`src/rtl/fetch_controller.sv`:
```
// IF-stage fetch sequencer: issues one instruction-memory request at a time, buffers the
// returned word for decode, and is the sole writer of the program counter.
module fetch_controller #(
  parameter int ADDR_W  = 64,
  parameter int INSTR_W = 32
) (
  input  logic               clk,
  input  logic               reset,
  input  logic [ADDR_W-1:0]  pc_out_i,
  output logic [ADDR_W-1:0]  pc_in_o,
  output logic               pc_write_o,
  output logic               imem_req_o,
  output logic [ADDR_W-1:0]  imem_addr_o,
  input  logic               imem_ready_i,
  input  logic               imem_rvalid_i,
  input  logic [INSTR_W-1:0] imem_rdata_i,
  input  logic               redirect_i,
  input  logic [ADDR_W-1:0]  redirect_pc_i,
  input  logic               stall_i,
  output logic               instr_valid_o,
  output logic [INSTR_W-1:0] instr_o,
  output logic [ADDR_W-1:0]  instr_pc_o
);

  typedef enum logic [2:0] {
    S_IDLE,
    S_REQ,
    S_WAIT,
    S_HOLD,
    S_DROP
  } state_t;

  state_t             r_state;
  state_t             w_state_next;
  logic               r_instr_valid;
  logic [INSTR_W-1:0] r_instr;
  logic [ADDR_W-1:0]  r_instr_pc;
  logic [ADDR_W-1:0]  r_req_pc;

  logic               w_load;
  logic               w_clear_valid;
  logic               w_latch_req;
  logic [ADDR_W-1:0]  w_redirect_target;

  // Redirect targets are forced to word alignment.
  assign w_redirect_target = redirect_pc_i & ~ADDR_W'(3);

  always_ff @(posedge clk or negedge reset) begin
    if (!reset) begin
      r_state       <= S_IDLE;
      r_instr_valid <= 1'b0;
      r_instr       <= '0;
      r_instr_pc    <= '0;
      r_req_pc      <= '0;
    end else begin
      r_state <= w_state_next;
      if (w_latch_req)
        r_req_pc <= pc_out_i;
      if (w_load) begin
        r_instr_valid <= 1'b1;
        r_instr       <= imem_rdata_i;
        r_instr_pc    <= r_req_pc;
      end else if (w_clear_valid) begin
        r_instr_valid <= 1'b0;
      end
    end
  end

  always_comb begin
    w_state_next  = r_state;
    imem_req_o    = 1'b0;
    imem_addr_o   = '0;
    pc_write_o    = 1'b0;
    pc_in_o       = '0;
    w_load        = 1'b0;
    w_clear_valid = 1'b0;
    w_latch_req   = 1'b0;

    unique case (r_state)
      S_IDLE: begin
        w_state_next = S_REQ;
      end

      S_REQ: begin
        imem_req_o  = 1'b1;
        imem_addr_o = pc_out_i;
        if (redirect_i) begin
          pc_write_o    = 1'b1;
          pc_in_o       = w_redirect_target;
          w_clear_valid = 1'b1;
          // An accepted request still returns a response that must be discarded.
          w_state_next  = imem_ready_i ? S_DROP : S_REQ;
        end else if (imem_ready_i) begin
          w_latch_req  = 1'b1;
          w_state_next = S_WAIT;
        end
      end

      S_WAIT: begin
        if (redirect_i) begin
          pc_write_o    = 1'b1;
          pc_in_o       = w_redirect_target;
          w_clear_valid = 1'b1;
          w_state_next  = imem_rvalid_i ? S_REQ : S_DROP;
        end else if (imem_rvalid_i) begin
          pc_write_o   = 1'b1;
          pc_in_o      = r_req_pc + ADDR_W'(4);
          w_load       = 1'b1;
          w_state_next = S_HOLD;
        end
      end

      S_HOLD: begin
        if (redirect_i) begin
          pc_write_o    = 1'b1;
          pc_in_o       = w_redirect_target;
          w_clear_valid = 1'b1;
          w_state_next  = S_REQ;
        end else if (!stall_i) begin
          w_clear_valid = 1'b1;
          w_state_next  = S_REQ;
        end
      end

      S_DROP: begin
        if (redirect_i) begin
          pc_write_o    = 1'b1;
          pc_in_o       = w_redirect_target;
          w_clear_valid = 1'b1;
        end
        if (imem_rvalid_i)
          w_state_next = S_REQ;
      end

      default: begin
        w_state_next = S_IDLE;
      end
    endcase
  end

  assign instr_valid_o = r_instr_valid;
  assign instr_o       = r_instr;
  assign instr_pc_o    = r_instr_pc;

endmodule
```
`config.mk`:
```
export PLATFORM = sky130hd
export DESIGN_NAME = fetch_controller
export DESIGN_NICKNAME = d
export VERILOG_FILES = /design/src/rtl/fetch_controller.sv
export SDC_FILE = /design/constraint.sdc
export NUM_CORES = 1
export LEC_CHECK = 0
export BUFFER_PORTS_ARGS = -buffer_cell sky130_fd_sc_hd__buf_4
export CORE_MARGIN = 2
export CORE_UTILIZATION = 40
export CTS_BUF_LIST = sky130_fd_sc_hd__clkbuf_2 sky130_fd_sc_hd__clkbuf_4 sky130_fd_sc_hd__clkbuf_8
export DETAILED_ROUTE_END_ITERATION = 10
export PLACE_DENSITY = 0.72
export SYNTH_ARGS = -nofsm -noshare
export SYNTH_HDL_FRONTEND = slang
export SYNTH_SLANG_ARGS = --single-unit
```
`constraint.sdc`:
```
create_clock -name clk -period 2.55 [get_ports clk]
set_input_delay 0.1275 -clock clk [delete_from_list [all_inputs] [get_ports clk]]
set_output_delay 0.1275 -clock clk [all_outputs]
set_load 0.1 [all_outputs]
```
[Word-level counts from Yosys, hierarchy flattened]
Cells that the tools add are included.
Storage, ports and cells
  output and inout bits: 227
  register bits after elaboration: 164
Cells by class
  reductions and logical operators: 5
  multiplexer cells: 30
  equal/unequal tests: 8
  add/subtract/negate cells: 1
Operators by type and width (number)
  $mux W64: 4
  $pmux W64 S2: 1
  $add A64 B3 Y64 const B: 1
  $mux W3: 9
  $pmux W3 S5: 1
  $mux W1: 13
  $ne A3 B3 Y1 const B: 3
  $eq A3 B2 Y1 const B: 2
  $reduce_or A3 Y1: 2
  $pmux W1 S2: 2
  $reduce_and A4 Y1: 1
  $eq A3 B1 Y1 const B: 1
  $eq A3 B3 Y1 const B: 1
  $logic_not A3 Y1: 1
  $ne A2 B2 Y1 const B: 1
  $reduce_bool A2 Y1: 1

[Logic depth before layout (Yosys ltp)]
Gate-level depths: netlist of run 1.
  depth in word-level cells: 5
  mapped depth: 9
  mapped depth without buffers: 7

[Worst setup path before layout of run 1]
No wires, ideal clock.
  kind: register -> output
  from: reg r_req_pc[2]
  to: out pc_in_o[36]
  arrival time: 3726 ps
  cell stages (with the launch flop): 10
  data required time: 2423 ps
  path slack: -1303 ps
  buffers on the path: 2
  cell sequence: dfrtp_1 > ha_1 > and3_1 > and3_1 > clkbuf_8 > and3_1 > buf_2 > nand4_1 > xor2_1 > o21ai_0
On the way
  word-level cells in the longest chain between the ends: 4
RTL lines
  start, declared: line 38  | logic [ADDR_W-1:0] r_req_pc;
  start signal, assigned: line 58  | r_req_pc <= pc_out_i;
  $add A64 B3 Y64: line 107  | pc_in_o = r_req_pc + ADDR_W'(4);
  $mux W64: line 105  | end else if (imem_rvalid_i) begin
  $mux W64: line 100  | if (redirect_i) begin
  $pmux W64 S2: line 79  | unique case (r_state)
  end, declared: line 10  | output logic [ADDR_W-1:0] pc_in_o,
Every way passes these cells.

[Final worst setup path of run 1]
  from: reg r_req_pc[3]
  to: out pc_in_o[56]
Same word-level chain as after synthesis.

==> results.yml, run 1 <==
run_status:
  status: "finished, violations left"
  violations: "negative setup slack"
worst_setup_path:
  crit_chain: "ha_2 > and3_4 > and3_4 > nand4_4 > buf_4 > nor4_4 > xnor2_2 > o21ai_4 > buf_12"
  cpPeakStageDelay_ns: 0.37
  crit_buf_inv: 2
  worstSetupPathType: "flip-flop to output pin"
  cpMostUsedCell: "and3_4"
  cp_max_fo: 4
  crit_required_ns: 2.42
  cp-end-kind: "output pin"
  cp_slowest_cell: "dfrtp_1"
  cp-start-kind: "flip-flop"
  critPathArrivalTime_ns: 2.58
  path_delay_family: "simple AND/OR/NAND/NOR gates"
placed_design:
  dp.final_hpwl_um: 22300
  gp_congestion: 0.851
  placed_cell_area_mm2: 0.0123
  portBuffers: 390
sta:
  clock_skew_ns: 0.0166
  period_share_pct: 106
  max_slew_margin_pct: 51.5
  fin_crit_ns: 2.70
  rsz0062_at_grt: "true"
  max_freq_mhz: 370
  worstMarginPinSlew_ns: 0.728
  worst_slack_ns: -0.154
  tns_ns: -1.74
  maxSlewViolCount: 0
  final_hold_viol_count: 0
  setup_viol: 29
logic_synthesis:
  mappedNetlistNets: 1166
  synth.distinct_cells: 48
  synth.area.top_cells: "dfrtp_1 (47%), nand2_1 (16%), mux2_2 (7.8%)"
  yosysWarnings: 0
  seq_area_frac_synth_pct: 47.2
  async_reset_ff_share_pct: 100
  synthesis.area_mm2: 0.00869
  ys_ff_latch: 164
  syn_inst: 999
  synth-edff-count: 0
  synth_top_area_cell: "dfrtp_1"
  synthFlopType: "dfrtp_1"
  synth_top_area_share_pct: 47.2
  syn_avg_cell_area_um2: 8.70
global_route:
  grt_max_degree: 76
  grt_pass1_wl_um: 48600
  grt_usage_pct: 27.6
  grt.overflow.total: 0
  first_global_vias: 9013
  antenna_found_initial: 0
layout:
  layout_common_cells: "buf_4 (415), nand2_1 (357), dfrtp_1 (149)"
  drive_above_1_share_pct: 46.1
  n_antenna_cell: 0
  area_growth_pct: 74.0
  final_util_pct: 71.5
  nets: 1712
  finalInstanceArea_mm2: 0.0151
  layout_commonest_cell: "buf_4"
drt:
  vias: 9374
  avgViaCountPerCell: 5.12
  drc: 0
  routedWlPerCell_um: 18.3
  wl_um: 33500
  ant_nets: 0
  drt_iter0_markers: 548
  firstDrtPassIters: 5
worst_hold_path:
  hold_path.class: "primary input to flip-flop"
cts:
  cts_tree: "done"
  cts_root_buf: "clkbuf_8"
  numCtsBuffers: 17
  clk_latency_ns: 0.46
  htree_levels: 4
  clk_pin_slew_ns: 0.09
  clockBufferDepth: 2
  clock-sinks: 164
floorplan:
  num_rows: 53
  dieArea_mm2: 0.0229
  die_x_um: 151
  pin_count: 393
  start_util_pct: 41.1
  coreArea_mm2: 0.0212
  die_h_um: 151
flow_run:
  cap_violations: 0
worst reg2reg max path: stages (launching register included):
cell     delay [ns]
dfrtp_1        0.59
nor3b_2        0.33
nor3b_4        0.29
buf_4          0.42
mux2_2         0.42
what timing repair did:
item,CTS,global route
pin swaps,19,49
buffers inserted,25,34
hold endpoints to repair,171,0
resized for setup,113,124
hold buffers,99,0
endpoints found under the setup margin,64,64
stage by stage:
stage / instances / worst slack [ns] / hold slack [ns]
5_1_grt: 1832 / -0.255 / 0.0574
3_3_place_gp: 1648 / 0.157 / 0.212
4_1_cts: 1803 / -0.191 / 0.00567
2_1_floorplan: 999 / -0.547 / -0.168
3_5_place_dp: 1648 / 0.102 / 0.214
6_report: 1832 / -0.154 / 0.0370
worst paths after layout:
check                                            from                          to  cells after the start  slack (ns)
max                           r_req_pc[3]$_DFFE_PN0P_                 pc_in_o[56]                      9       -0.15
min                                     imem_rvalid_i      r_state[0]$_DFFE_PN0P_                      4        0.04
max reg2reg                    r_state[0]$_DFFE_PN0P_     r_req_pc[3]$_DFFE_PN0P_                      4        0.39
min reg2reg                instr_pc_o[57]$_DFFE_PN0P_  instr_pc_o[57]$_DFFE_PN0P_                      2        0.48
max in group asynchronous                       reset    r_req_pc[20]$_DFFE_PN0P_                      3        1.48
min in group asynchronous                       reset     instr_o[28]$_DFFE_PN0P_                      2        0.25
layer usage:
metal | track usage [%] | share of wire (%) | vias up
met3 | 5.42 | 6.5 | 63
met2 | 47.5 | 51 | 378
met1 | 35.2 | 40 | 4567
li1 | - | - | 4366
met4 | 8.55 | 2.4 | 0
met5 | 0 | 0 | -
cell families after synthesis:
| logic type | Yosys count | synth area share [%] |
|---|---|---|
| simple gates | 557 | 29.6 |
| flops | 164 | 47.2 |
| compound gates | 89 | 5.53 |
| buf+inv | 68 | 3.63 |
| xor+xnor | 60 | 6.05 |
| mux | 60 | 7.78 |
| fa+ha+maj | 1 | 0.144 |
Yosys cell counts (2+ instances only):
master and instances:
nand2_1 360, dfrtp_1 164, and2_1 71, o21ai_0 63, mux2_2 60, clkbuf_1 42, nand3_1 30, xnor2_1 30
xor2_1 30, nor2_1 20, and3_1 15, nor3_1 15, buf_2 14, nand4_1 13, a21oi_1 9, o21ai_1 6
and4_1 5, inv_1 5, nand2b_1 5, nor4_2 4, a21o_1 3, and3_2 3, a32oi_1 2, clkbuf_4 2
nand3_2 2, nor3b_1 2, o21ai_2 2, or2_2 2
registers in the layout, indices dropped and copies added, names as in the netlist:
register       cells
instr_o           32
instr_pc_o        64
instr_valid_o      1
r_req_pc          64
r_state            3
final cells by class:
type                       count  area, um^2
fill                        1544        6030
tap                          275         344
clock buffer                  19         255
sequential                   164        4120
clock inverter                12         144
inverter                       5        18.8
multi-input combinational    767        4950
timing repair buffer         590        5290
Power of run 1 is left out: the tool's default activity adds up to more than one toggle a clock period on the data nets, which glitch-free logic cannot reach.
==> run 2, diff against run 1 <==
==> constraint.sdc (replaced) <==
create_clock -name clk -period 2.55 [get_ports clk]
set_input_delay 0.255 -clock clk [delete_from_list [all_inputs] [get_ports clk]]
set_output_delay 0.255 -clock clk [all_outputs]
set_load 0.1 [all_outputs]
==> run 2 against run 1 <==
Compared with the run above:
- the run still ends with negative setup slack left
- sequential share of layout area is 0.11 points higher
- hold slack worse by 0.021 ns
- die area stayed put
- register-to-register slack worse by 0.10 ns
- utilization is 0.37 points lower
- flip-flop and latch count stayed put
- first-iteration DRC count is 23% lower
- non-clock buffer count is 59 lower
- setup slack worse by 0.081 ns
- largest cell class is now multi-input combinational cells
==> results.yml, run 2 (synthesis gave the netlist of run 1 again) <==
run_status:
  status: "finished, violations left"
  violations: "negative setup slack"
worst_hold_path:
  hold_start: "pc_out_i[56]"
  hold_path.class: "primary input to flip-flop"
  whs_path_depth: 3
  hold_path_end: "r_req_pc[56]$_DFFE_PN0P_"
global_route:
  grt_pass1_wl_um: 48600
  grt_usage_pct: 27.9
  antenna_found_initial: 0
  grt_max_degree: 69
  grt.overflow.total: 0
  first_global_vias: 9047
worst_setup_path:
  worstSetupPathType: "flip-flop to output pin"
  cp_max_fo: 5
  r2r-end: "r_req_pc[2]$_DFFE_PN0P_"
  reg2reg_slack_ns: 0.29
  cp_slowest_cell: "dfrtp_1"
  cpPeakStageDelay_ns: 0.42
  crit_required_ns: 2.30
  cp-startpoint: "r_req_pc[20]$_DFFE_PN0P_"
  ff2ff_path_depth: 6
  r2r_start: "r_state[2]$_DFFE_PN0P_"
  cp-start-kind: "flip-flop"
  cp-end-kind: "output pin"
  critPathArrivalTime_ns: 2.53
  crit_chain: "nand3_2 > nor4_4 > buf_4 > nand4_1 > buf_6 > nor3_4 > xnor2_2 > o21ai_2 > buf_12"
layout:
  area_growth_pct: 73.1
  layout_common_cells: "buf_4 (382), nand2_1 (355), dfrtp_1 (153)"
  n_antenna_cell: 0
  layout_commonest_cell: "buf_4"
  nets: 1653
  drive_above_1_share_pct: 50.0
  nFillCells: 1543
placed_design:
  gp_congestion: 0.830
  portBuffers: 390
  dp.final_hpwl_um: 22600
sta:
  max_slew_margin_pct: 58.4
  worst_slack_ns: -0.234
  clock_skew_ns: 0.0150
  fin_crit_ns: 2.78
  max_freq_mhz: 359
  worstMarginPinSlew_ns: 0.624
  hold_ws_ns: 0.0157
  rsz0062_at_grt: "true"
  setup_viol: 42
  period_share_pct: 109
  maxSlewViolCount: 0
  final_hold_viol_count: 0
floorplan:
  pin_count: 393
  num_rows: 53
  start_util_pct: 41.1
  die_h_um: 151
  die_x_um: 151
  coreArea_mm2: 0.0212
  dieArea_mm2: 0.0229
cts:
  clk_pin_slew_ns: 0.10
  htree_levels: 4
  clock-sinks: 164
  numCtsBuffers: 17
  clk_latency_ns: 0.47
  cts_root_buf: "clkbuf_8"
  clockBufferDepth: 2
  cts_tree: "done"
drt:
  firstDrtPassIters: 5
  avgViaCountPerCell: 5.18
  vias: 9190
  ant_nets: 0
  wl_um: 33800
  drc: 0
  drt_iter0_markers: 421
  routedWlPerCell_um: 19.0
flow_run:
  cap_violations: 0
[run 2: cell types whose count changed in the layout (fill, tap and decap cells not counted), moves of 8 or more]
cell           before  now
buf_6              37   52
buf_12             36   57
o21ai_1            21    5
buf_4             415  382
dlygate4sd3_1      99   33
o21ai_4             5   13
[run 2: timing repair]
| item | 4_1_cts | 5_1_grt |
|---|---|---|
| endpoints found under the setup margin | 65 | 125 |
| cloned | 0 | 1 |
| hold buffers | 33 | 0 |
| endpoints found under the hold margin | 91 | 0 |
| buffers inserted | 40 | 13 |
| resized for setup | 217 | 120 |
| pin swaps | 43 | 31 |
[run 2: routing by layer]
metal	up-vias	GRT usage, %	wire, um
met1	4520	33.9	13200
met2	366	49.4	17500
met4	0	9.67	865
li1	4241	-	-
met5	-	0	0
met3	63	5.21	2160
[run 2: worst max path at each step]
stage                  end  slack (ns)  cells past startpoint
2_1_floorplan  pc_in_o[10]       -0.50                      5
3_3_place_gp   pc_in_o[39]       -0.01                      8
3_5_place_dp   pc_in_o[39]       -0.07                      8
4_1_cts        pc_in_o[46]       -0.18                      8
5_1_grt        pc_in_o[49]       -0.32                     10
6_report       pc_in_o[61]       -0.23                      9
[run 2: final cells by class]
class / count / area, um^2 / share of cell area (%)
inverter: 5 / 18.8 / 0.125
timing repair buffer: 531 / 5030 / 33.4
clock inverter: 15 / 158 / 1.05
tap: 275 / 344 / 2.29
multi-input combinational: 767 / 5140 / 34.2
clock buffer: 17 / 234 / 1.56
sequential: 164 / 4120 / 27.4
[run 2: through the flow]
step	worst slack, ns	utilization, %	instance area [um^2]	std cells	setup TNS [ns]
floorplan	-0.501	-	8990	999	-3.83
global placement	-0.0117	59.0	12500	1656	-0.0127
detailed placement	-0.0701	59.0	12500	1656	-0.191
CTS	-0.180	68.3	14400	1760	-4.51
global route	-0.316	71.1	15000	1774	-10.41
finish	-0.234	71.1	15000	1774	-4.66
[run 2: critical path: cells and delay by family (launching register included)]
| kind | cells | cell delay, ns |
|---|---|---|
| flip-flops | 1 | 0.42 |
| AND/OR/NAND/NOR | 4 | 0.81 |
| AO/OA/AOI/OAI | 1 | 0.18 |
| XOR/XNOR | 1 | 0.11 |
| buffers and inverters | 3 | 0.53 |
Power of run 2 is left out for the same reason.
